--- src/rtl/mem_port_arbiter_if.sv ---
// Bundle of the fetch, data and memory port signals of mem_port_arbiter.
//   slave  : arbiter side (takes requests and mem_rdata, drives grants,
//            responses, the memory issue bus and stall)
//   master : requester/memory-model side (mirror image of slave)
interface mem_port_arbiter_if #(
    parameter int ADDR_WIDTH = 32,
    parameter int DATA_WIDTH = 32
);
    // fetch port
    logic                  if_req;
    logic [ADDR_WIDTH-1:0] if_addr;
    logic                  if_ready;
    logic                  if_rvalid;
    logic [DATA_WIDTH-1:0] if_rdata;
    // data port
    logic                  d_req;
    logic                  d_we;
    logic [ADDR_WIDTH-1:0] d_addr;
    logic [DATA_WIDTH-1:0] d_wdata;
    logic [2:0]            d_size;
    logic                  d_ready;
    logic                  d_rvalid;
    logic [DATA_WIDTH-1:0] d_rdata;
    // memory port
    logic                  mem_en;
    logic                  mem_we;
    logic [ADDR_WIDTH-1:0] mem_addr;
    logic [DATA_WIDTH-1:0] mem_wdata;
    logic [2:0]            mem_size;
    logic [DATA_WIDTH-1:0] mem_rdata;
    // pipeline back-pressure
    logic                  stall;

    modport slave (
        input  if_req, if_addr, d_req, d_we, d_addr, d_wdata, d_size, mem_rdata,
        output if_ready, if_rvalid, if_rdata, d_ready, d_rvalid, d_rdata,
               mem_en, mem_we, mem_addr, mem_wdata, mem_size, stall
    );

    modport master (
        output if_req, if_addr, d_req, d_we, d_addr, d_wdata, d_size, mem_rdata,
        input  if_ready, if_rvalid, if_rdata, d_ready, d_rvalid, d_rdata,
               mem_en, mem_we, mem_addr, mem_wdata, mem_size, stall
    );
endinterface

--- src/rtl/mem_port_arbiter.sv ---
// Two-way arbiter sharing one single-issue memory port between instruction
// fetch and load/store. Grants are combinational in any grant window; a
// read blocks further grants until its data returns MEM_LATENCY cycles
// later, and a new grant may overlap that return cycle.
// Ports:
//   clk  - clock, rising edge
//   rst  - asynchronous active-high reset; forces every output to 0
//   bus  - mem_port_arbiter_if.slave: fetch port, data port, memory port, stall
module mem_port_arbiter #(
    parameter int ADDR_WIDTH  = 32,
    parameter int DATA_WIDTH  = 32,
    parameter int MEM_LATENCY = 2,   // 1..7
    parameter int MAX_STREAK  = 3
) (
    input  logic                clk,
    input  logic                rst,
    mem_port_arbiter_if.slave   bus
);
    localparam int              SW   = (MAX_STREAK < 1) ? 1 : $clog2(MAX_STREAK + 1);
    localparam logic [2:0]      LAT  = 3'(MEM_LATENCY);
    localparam logic [SW-1:0]   SMAX = SW'(MAX_STREAK);

    typedef enum logic {IDLE, WAIT_RD} state_t;

    state_t        r_state, w_state_nxt;
    logic [2:0]    r_cnt, w_cnt_nxt;        // read countdown, 1 = data returns now
    logic [SW-1:0] r_streak, w_streak_nxt;  // consecutive contested data wins
    logic          r_owner, w_owner_nxt;    // 0 = fetch, 1 = data

    logic w_win, w_fetch_pri, w_gnt_f, w_gnt_d, w_rd_gnt, w_ret;

    always_ff @(posedge clk or posedge rst) begin
        if (rst) begin
            r_state  <= IDLE;
            r_cnt    <= '0;
            r_streak <= '0;
            r_owner  <= 1'b0;
        end else begin
            r_state  <= w_state_nxt;
            r_cnt    <= w_cnt_nxt;
            r_streak <= w_streak_nxt;
            r_owner  <= w_owner_nxt;
        end
    end

    always_comb begin
        // The return cycle of an outstanding read doubles as a grant window.
        // rst gates everything so outputs are 0 independent of the clock.
        w_win       = !rst && (r_state == IDLE || r_cnt == 3'd1);
        w_ret       = !rst && (r_cnt == 3'd1);
        w_fetch_pri = (r_streak == SMAX) && bus.if_req && bus.d_req;
        w_gnt_d     = w_win && bus.d_req && !w_fetch_pri;
        w_gnt_f     = w_win && bus.if_req && !w_gnt_d;
        w_rd_gnt    = w_gnt_f || (w_gnt_d && !bus.d_we);

        w_state_nxt  = r_state;
        w_cnt_nxt    = (r_cnt != 3'd0) ? r_cnt - 3'd1 : 3'd0;
        w_streak_nxt = r_streak;
        w_owner_nxt  = r_owner;

        if (w_win)
            w_state_nxt = IDLE;
        if (w_rd_gnt) begin
            w_cnt_nxt   = LAT;
            w_owner_nxt = w_gnt_d;
            // With single-cycle latency the return cycle is already a window.
            w_state_nxt = (LAT > 3'd1) ? WAIT_RD : IDLE;
        end

        if (w_gnt_f)
            w_streak_nxt = '0;
        else if (w_gnt_d && bus.if_req && r_streak != SMAX)
            w_streak_nxt = r_streak + 1'b1;
    end

    always_comb begin
        bus.mem_en    = 1'b0;
        bus.mem_we    = 1'b0;
        bus.mem_addr  = '0;
        bus.mem_wdata = '0;
        bus.mem_size  = 3'b000;
        if (w_gnt_d) begin
            bus.mem_en    = 1'b1;
            bus.mem_we    = bus.d_we;
            bus.mem_addr  = bus.d_addr;
            bus.mem_wdata = bus.d_wdata;
            bus.mem_size  = bus.d_size;
        end else if (w_gnt_f) begin
            bus.mem_en    = 1'b1;
            bus.mem_addr  = bus.if_addr;
            bus.mem_size  = 3'b010;
        end
    end

    assign bus.if_ready  = w_gnt_f;
    assign bus.d_ready   = w_gnt_d;
    assign bus.if_rvalid = w_ret && !r_owner;
    assign bus.d_rvalid  = w_ret && r_owner;
    assign bus.if_rdata  = rst ? '0 : bus.mem_rdata;
    assign bus.d_rdata   = rst ? '0 : bus.mem_rdata;
    assign bus.stall     = !rst && ((bus.if_req && !w_gnt_f) || (bus.d_req && !w_gnt_d));

endmodule
--- src/flat_wrapper.sv ---
// flat-port wrapper written by rule: the top's interface ports become plain ports
module mem_port_arbiter_flat 
#(
    parameter int ADDR_WIDTH  = 32,
    parameter int DATA_WIDTH  = 32,
    parameter int MEM_LATENCY = 2,          
    parameter int MAX_STREAK  = 3
)
  (clk, rst, bus_if_req, bus_if_addr, bus_d_req, bus_d_we, bus_d_addr, bus_d_wdata, bus_d_size, bus_mem_rdata, bus_if_ready, bus_if_rvalid, bus_if_rdata, bus_d_ready, bus_d_rvalid, bus_d_rdata, bus_mem_en, bus_mem_we, bus_mem_addr, bus_mem_wdata, bus_mem_size, bus_stall);
  mem_port_arbiter_if #(.ADDR_WIDTH(ADDR_WIDTH), .DATA_WIDTH(DATA_WIDTH)) bus_i ();
  input  logic clk;
  input  logic rst;
  input wire logic [$bits(bus_i.if_req)-1:0] bus_if_req;
  input wire logic [$bits(bus_i.if_addr)-1:0] bus_if_addr;
  input wire logic [$bits(bus_i.d_req)-1:0] bus_d_req;
  input wire logic [$bits(bus_i.d_we)-1:0] bus_d_we;
  input wire logic [$bits(bus_i.d_addr)-1:0] bus_d_addr;
  input wire logic [$bits(bus_i.d_wdata)-1:0] bus_d_wdata;
  input wire logic [$bits(bus_i.d_size)-1:0] bus_d_size;
  input wire logic [$bits(bus_i.mem_rdata)-1:0] bus_mem_rdata;
  output wire logic [$bits(bus_i.if_ready)-1:0] bus_if_ready;
  output wire logic [$bits(bus_i.if_rvalid)-1:0] bus_if_rvalid;
  output wire logic [$bits(bus_i.if_rdata)-1:0] bus_if_rdata;
  output wire logic [$bits(bus_i.d_ready)-1:0] bus_d_ready;
  output wire logic [$bits(bus_i.d_rvalid)-1:0] bus_d_rvalid;
  output wire logic [$bits(bus_i.d_rdata)-1:0] bus_d_rdata;
  output wire logic [$bits(bus_i.mem_en)-1:0] bus_mem_en;
  output wire logic [$bits(bus_i.mem_we)-1:0] bus_mem_we;
  output wire logic [$bits(bus_i.mem_addr)-1:0] bus_mem_addr;
  output wire logic [$bits(bus_i.mem_wdata)-1:0] bus_mem_wdata;
  output wire logic [$bits(bus_i.mem_size)-1:0] bus_mem_size;
  output wire logic [$bits(bus_i.stall)-1:0] bus_stall;
  assign bus_i.if_req = bus_if_req;
  assign bus_i.if_addr = bus_if_addr;
  assign bus_i.d_req = bus_d_req;
  assign bus_i.d_we = bus_d_we;
  assign bus_i.d_addr = bus_d_addr;
  assign bus_i.d_wdata = bus_d_wdata;
  assign bus_i.d_size = bus_d_size;
  assign bus_i.mem_rdata = bus_mem_rdata;
  assign bus_if_ready = bus_i.if_ready;
  assign bus_if_rvalid = bus_i.if_rvalid;
  assign bus_if_rdata = bus_i.if_rdata;
  assign bus_d_ready = bus_i.d_ready;
  assign bus_d_rvalid = bus_i.d_rvalid;
  assign bus_d_rdata = bus_i.d_rdata;
  assign bus_mem_en = bus_i.mem_en;
  assign bus_mem_we = bus_i.mem_we;
  assign bus_mem_addr = bus_i.mem_addr;
  assign bus_mem_wdata = bus_i.mem_wdata;
  assign bus_mem_size = bus_i.mem_size;
  assign bus_stall = bus_i.stall;
  mem_port_arbiter #(.ADDR_WIDTH(ADDR_WIDTH), .DATA_WIDTH(DATA_WIDTH), .MEM_LATENCY(MEM_LATENCY), .MAX_STREAK(MAX_STREAK)) u_core (.clk(clk), .rst(rst), .bus(bus_i));
endmodule
--- config.mk ---
export PLATFORM = sky130hd
export DESIGN_NAME = mem_port_arbiter_flat
export DESIGN_NICKNAME = d
export VERILOG_FILES = /design/src/rtl/mem_port_arbiter_if.sv /design/src/rtl/mem_port_arbiter.sv /design/src/flat_wrapper.sv
export SDC_FILE = /design/constraint.sdc
export NUM_CORES = 1
export LEC_CHECK = 0
export ABC_AREA = 0
export CAP_MARGIN = 15
export CORE_AREA = 2 2 106 108
export DETAILED_ROUTE_END_ITERATION = 8
export DIE_AREA = 0 0 108 110
export PLACE_DENSITY = 0.65
export SLEW_MARGIN = 20
export SYNTH_ARGS = -nofsm -noshare
export SYNTH_HDL_FRONTEND = slang
export SYNTH_SLANG_ARGS = --single-unit
--- constraint.sdc ---
create_clock -name clk -period 3.47 [get_ports clk]
set_clock_uncertainty 0.2 [all_clocks]
set_input_delay 1.041 -clock clk [delete_from_list [all_inputs] [get_ports clk]]
set_output_delay 1.041 -clock clk [all_outputs]
set_load 0.02 [all_outputs]
### Word level (Yosys, flattened, before mapping)

Index checks and enable logic that the tools add are counted.

* input port bits: 136
* output and inout port bits: 138
* ROM bits: 0
* flip-flop bits (word level): 7
* bits in writable memories: 0
* memories kept: 0
* bits in latches: 0

* equality and inequality tests: 3
* reduce and logical (&&, ||, !) cells: 28
* magnitude comparators: 0
* mux-type cells: 15
* add/subtract/negate cells: 2
* shift operators: 0
* multiply operators: 0
* bitwise logic cells: 1
* divide/modulo/power cells: 0

Operator list (count)
* $mux W32: 4
* $logic_and A1 B1 Y1: 16
* $mux W3: 3
* $logic_not A1 Y1: 6
* $mux W2: 3
* $mux W1: 5
* $reduce_bool A2 Y1: 2
* $eq A3 B1 Y1 const B: 1
* $logic_or A1 B1 Y1: 3
* $reduce_bool A3 Y1: 1
* $sub A3 B1 Y3 const B: 1
* $add A2 B1 Y2 const B: 1
* $eq A2 B2 Y1 const B: 1
* $ne A2 B2 Y1 const B: 1
* $not A1 Y1: 1

### Logic depth before layout (Yosys ltp)

* depth after elaboration: 11
* gate-level depth with buffers: 6
* mapped depth without buffers: 5

### Worst setup path after synthesis

OpenSTA, ideal clock, no wires.

* kind: in2out
* from: input rst
* to: output bus_mem_addr[14]
* stages on the path: 6
* data required time: 2.229 ns
* arrival time: 2.300 ns
* path slack: -0.071 ns
* path buffers: 3
* cell sequence: buf_2 > nor4b_4 > nor2_1 > buf_2 > buf_1 > a21oi_1

* word-level cells in the longest chain between the ends: 8
* elaborated cells between the ends (all ways): 9

Ends and longest elaborated chain
* start: declaration: RTL line flat_wrapper.sv:12 `input logic rst;`
* $logic_not A1 Y1 (*): RTL line mem_port_arbiter.sv:49 `w_win = !rst && (r_state == IDLE || r_cnt == 3'd1);`
* $logic_and A1 B1 Y1 (*): RTL line mem_port_arbiter.sv:49
* $logic_and A1 B1 Y1 (2 in a row): RTL line mem_port_arbiter.sv:52 `w_gnt_d = w_win && bus.d_req && !w_fetch_pri;`
* $logic_not A1 Y1: RTL line mem_port_arbiter.sv:53 `w_gnt_f = w_win && bus.if_req && !w_gnt_d;`
* $logic_and A1 B1 Y1: RTL line mem_port_arbiter.sv:53
* $mux W32: RTL line mem_port_arbiter.sv:88 `end else if (w_gnt_f) begin`
* $mux W32 (*): RTL line mem_port_arbiter.sv:82 `if (w_gnt_d) begin`
* end: declaration: RTL line flat_wrapper.sv:29 `output wire logic [$bits(bus_i.mem_addr)-1:0] bus_mem_addr;`

Every way passes the cells marked *; elsewhere a longest branch is shown, timed or not.

### Final worst setup path

* from: input rst
* to: output bus_mem_wdata[7]

* word-level cells in the longest chain between the ends: 5

Ends and longest elaborated chain
* $logic_not A1 Y1: RTL line mem_port_arbiter.sv:49
* $logic_and A1 B1 Y1: RTL line mem_port_arbiter.sv:49
* $logic_and A1 B1 Y1 (2 in a row): RTL line mem_port_arbiter.sv:52
* $mux W32: RTL line mem_port_arbiter.sv:82
* end: declaration: RTL line flat_wrapper.sv:30 `output wire logic [$bits(bus_i.mem_wdata)-1:0] bus_mem_wdata;`

Every way passes these cells.

==> impl_metrics.py <==
metrics = {
    "clocking": {
        "cts_tree": "done",
        "cts_buffer_depth": 2,
        "cts_num_sinks": 7,
        "root_buffer": "clkbuf_8",
        "path_clk_slew_ns": 0.04,
        "htreeDepth": 1,
        "clock_latency_ns": 0.22,
        "cts_buffers": 3,
        "ctsHoldBuffers": 0,
    },
    "worst_setup_path": {
        "endpoint_kind": "output port",
        "cp_max_fo": 5,
        "startpoint": "rst",
        "worstPathArrival_ns": 2.42,
        "r2r_slack_ns": 1.64,
        "reg2reg_depth": 5,
        "critPathKind": "primary input to output port",
        "required_ns": 2.23,
        "reg2reg_to": "u_core.r_cnt[1]",
        "start_kind": "primary input",
        "r2r_start": "u_core.r_streak[0]",
    },
    "hold_path": {
        "hold_depth": 2,
        "min_from": "u_core.r_state",
        "hold_path.class": "flop to flop",
        "whs_endpoint": "u_core.r_state",
    },
    "route": {
        "wl_met1_mm": 3.37,
        "antenna_left": 0,
        "first_iter_violations": 173,
        "met3_length_mm": 1.10,
        "dr_wl_met2_mm": 5.01,
        "avgRoutedWirePerCell_um": 14.4,
        "vias": 2795,
        "routed_wl_mm": 9.54,
        "drt-vias-per-instance": 4.23,
        "drc": 0,
        "firstDrtPassIters": 4,
        "dr.max_layer_used": "met4",
    },
    "power": {
        "power_density_nw_per_um2": 311,
        "p_leak_nw": 2.22,
        "vdd_drop_max_v": 0.000139,
        "power_w": 0.00145,
    },
    "cells_and_area": {
        "design_area_um2": 4670,
        "fillers": 1097,
        "final_common_cell": "clkdlybuf4s50_1",
        "register_area_um2": 175,
        "layout_common_cells": "132 x clkdlybuf4s50_1, 64 x dlygate4sd2_1, 45 x buf_6, 38 x nand2_1, 35 x and2_4",
        "finalNetCount": 661,
        "areaGrowthSynthToFinish_pct": 174,
        "multi_input_area_um2": 1290,
        "layout-drive-gt1-share_pct": 31.7,
        "antennaDiodeCount": 0,
    },
    "synthesis": {
        "synth-main-ff-cell": "dfrtp_1",
        "synth_cell_types": 29,
        "ys_seq_area_share_pct": 10.3,
        "yosysTopAreaCell": "buf_4",
        "netlist_instances": 268,
        "avgSynthCellArea_um2": 6.36,
        "synth_fa_ha_area_share_pct": 2.20,
        "ys_top_cells_by_area": "buf_4 14%, nor2b_1 12%, dfrtp_1 10%, a21oi_1 10%, nand3_1 9.4%",
        "synth_top_family_by_area": "simple AND/OR/NAND/NOR gates",
        "synth_area_um2": 1710,
        "synth-seq-cells": 7,
        "yosys_warnings": 0,
        "postSynth.asyncResetShare_pct": 100,
        "synth_compound_area_share_pct": 15.4,
        "synth_edf_count": 0,
        "synth_xor_xnor_area_share_pct": 0,
        "synth_nets": 407,
        "muxShareOfSynthArea_pct": 1.25,
        "synth_top_area_share_pct": 14.1,
        "yosys.area_share.simple_pct": 49.4,
    },
    "floorplan": {
        "die_w_um": 108,
        "fp-row-count": 38,
        "pin_count": 274,
        "die_h_um": 110,
        "die_area_um2": 11900,
        "start_util_pct": 15.9,
        "coreArea_um2": 10700,
    },
    "sta": {
        "setup_viol": 35,
        "hold_viol": 0,
        "worst_slack_ns": -0.188,
        "relSlewSlack_pct": 72.5,
        "finalCriticalPeriod_ns": 3.66,
        "rsz0062_at_grt": "true",
        "fin_crit_sh_pct": 105,
        "worst_pin_slew_ns": 0.408,
        "fmax_mhz": 273,
        "hold_ws_ns": 0.324,
        "tns_ns": -4.92,
        "final_max_slew_viol_count": 0,
    },
    "global_routing": {
        "grt_pass1_wl_mm": 13.6,
        "track_usage_pct": 14.0,
        "grt_pass1_vias": 2827,
        "overflow": 0,
        "grt_max_degree": 36,
        "antenna_found_initial": 0,
    },
    "run_status": {
        "outcome": "complete, but fails checks",
        "violations": "setup timing",
    },
    "placed_design": {
        "hpwl_mm": 7.15,
        "portBuffers": 273,
        "gp_congestion": 0.718,
        "dpl-instance-area_um2": 4470,
    },
    "run": {
        "maxCapViolCount": 0,
    },
}
## worst max-delay path by stage
| stage | endpoint | slack (ns) |
|---|---|---|
| floorplan | bus_mem_addr[14] | -0.07 |
| global placement | bus_mem_wdata[9] | -0.94 |
| detailed placement | bus_mem_wdata[7] | -0.97 |
| CTS | bus_mem_wdata[13] | -0.23 |
| global route | bus_mem_wdata[18] | -0.24 |
| finish | bus_mem_wdata[7] | -0.19 |
## per-stage QoR
step	std cells	utilization [%]	worst slack [ns]
final	661	43.7	-0.188
after global routing	661	43.7	-0.240
after CTS	661	43.7	-0.228
after detailed placement	644	41.8	-0.974
after global placement	644	41.8	-0.943
after floorplan	268	-	-0.0714
## cell families after synthesis
kind of cell	after synthesis
buffers and inverters	58
and+or+nand+nor	153
AOI/OAI and AO/OA	45
DFF	7
adders and majority gates	3
muxes	2
## what timing repair did
item,CTS,global route
pin swaps,23,7
gates cloned,6,2
setup endpoints to repair,138,73
buffers inserted,7,1
gates resized for setup,490,16
## routing by layer
layer | vias up | GRT usage [%]
li1 | 1346 | -
met1 | 1263 | 14.4
met2 | 178 | 28.5
met3 | 8 | 4.00
met4 | 0 | 1.83
met5 | - | 0
## cells in the mapped netlist (2+ instances only)
library cell,n
nand2_1,38
nor2_1,9
o21ai_0,2
buf_6,3
inv_1,4
dfrtp_1,7
or2_2,2
and2_1,22
buf_2,4
clkbuf_1,13
and2_2,15
ha_1,3
buf_4,32
nor2b_1,33
o21a_1,2
a21oi_1,34
buf_1,2
nand3_1,32
## area by class of cell
type / count / share of cell area (%)
Timing Repair Buffer: 303 / 63.5
Sequential cell: 7 / 3.75
Inverter: 4 / 0.321
Clock buffer: 4 / 0.964
Tap cell: 140 / 3.75
Multi-Input combinational cell: 203 / 27.7
## sequential cells by signal, indices dropped and copies added (netlist names)
signal	count
u_core.r_streak	2
u_core.r_cnt	3
u_core.r_owner	1
u_core.r_state	1
## worst max-delay path: stages
cell and delay (ns):
buf_6 0.09, or4b_4 0.49, a21oi_4 0.19, buf_6 0.15, buf_12 0.10, buf_12 0.10
and2_4 0.13, buf_6 0.11
## power breakdown
part | leakage, nW | internal (W) | switching [W]
clock network | 0.0228 | 0.0000792 | 0.0000317
logic | 2.11 | 0.000627 | 0.000579
registers | 0.0860 | 0.000110 | 0.0000242
Note: power is estimated with default switching activity, not from simulation.
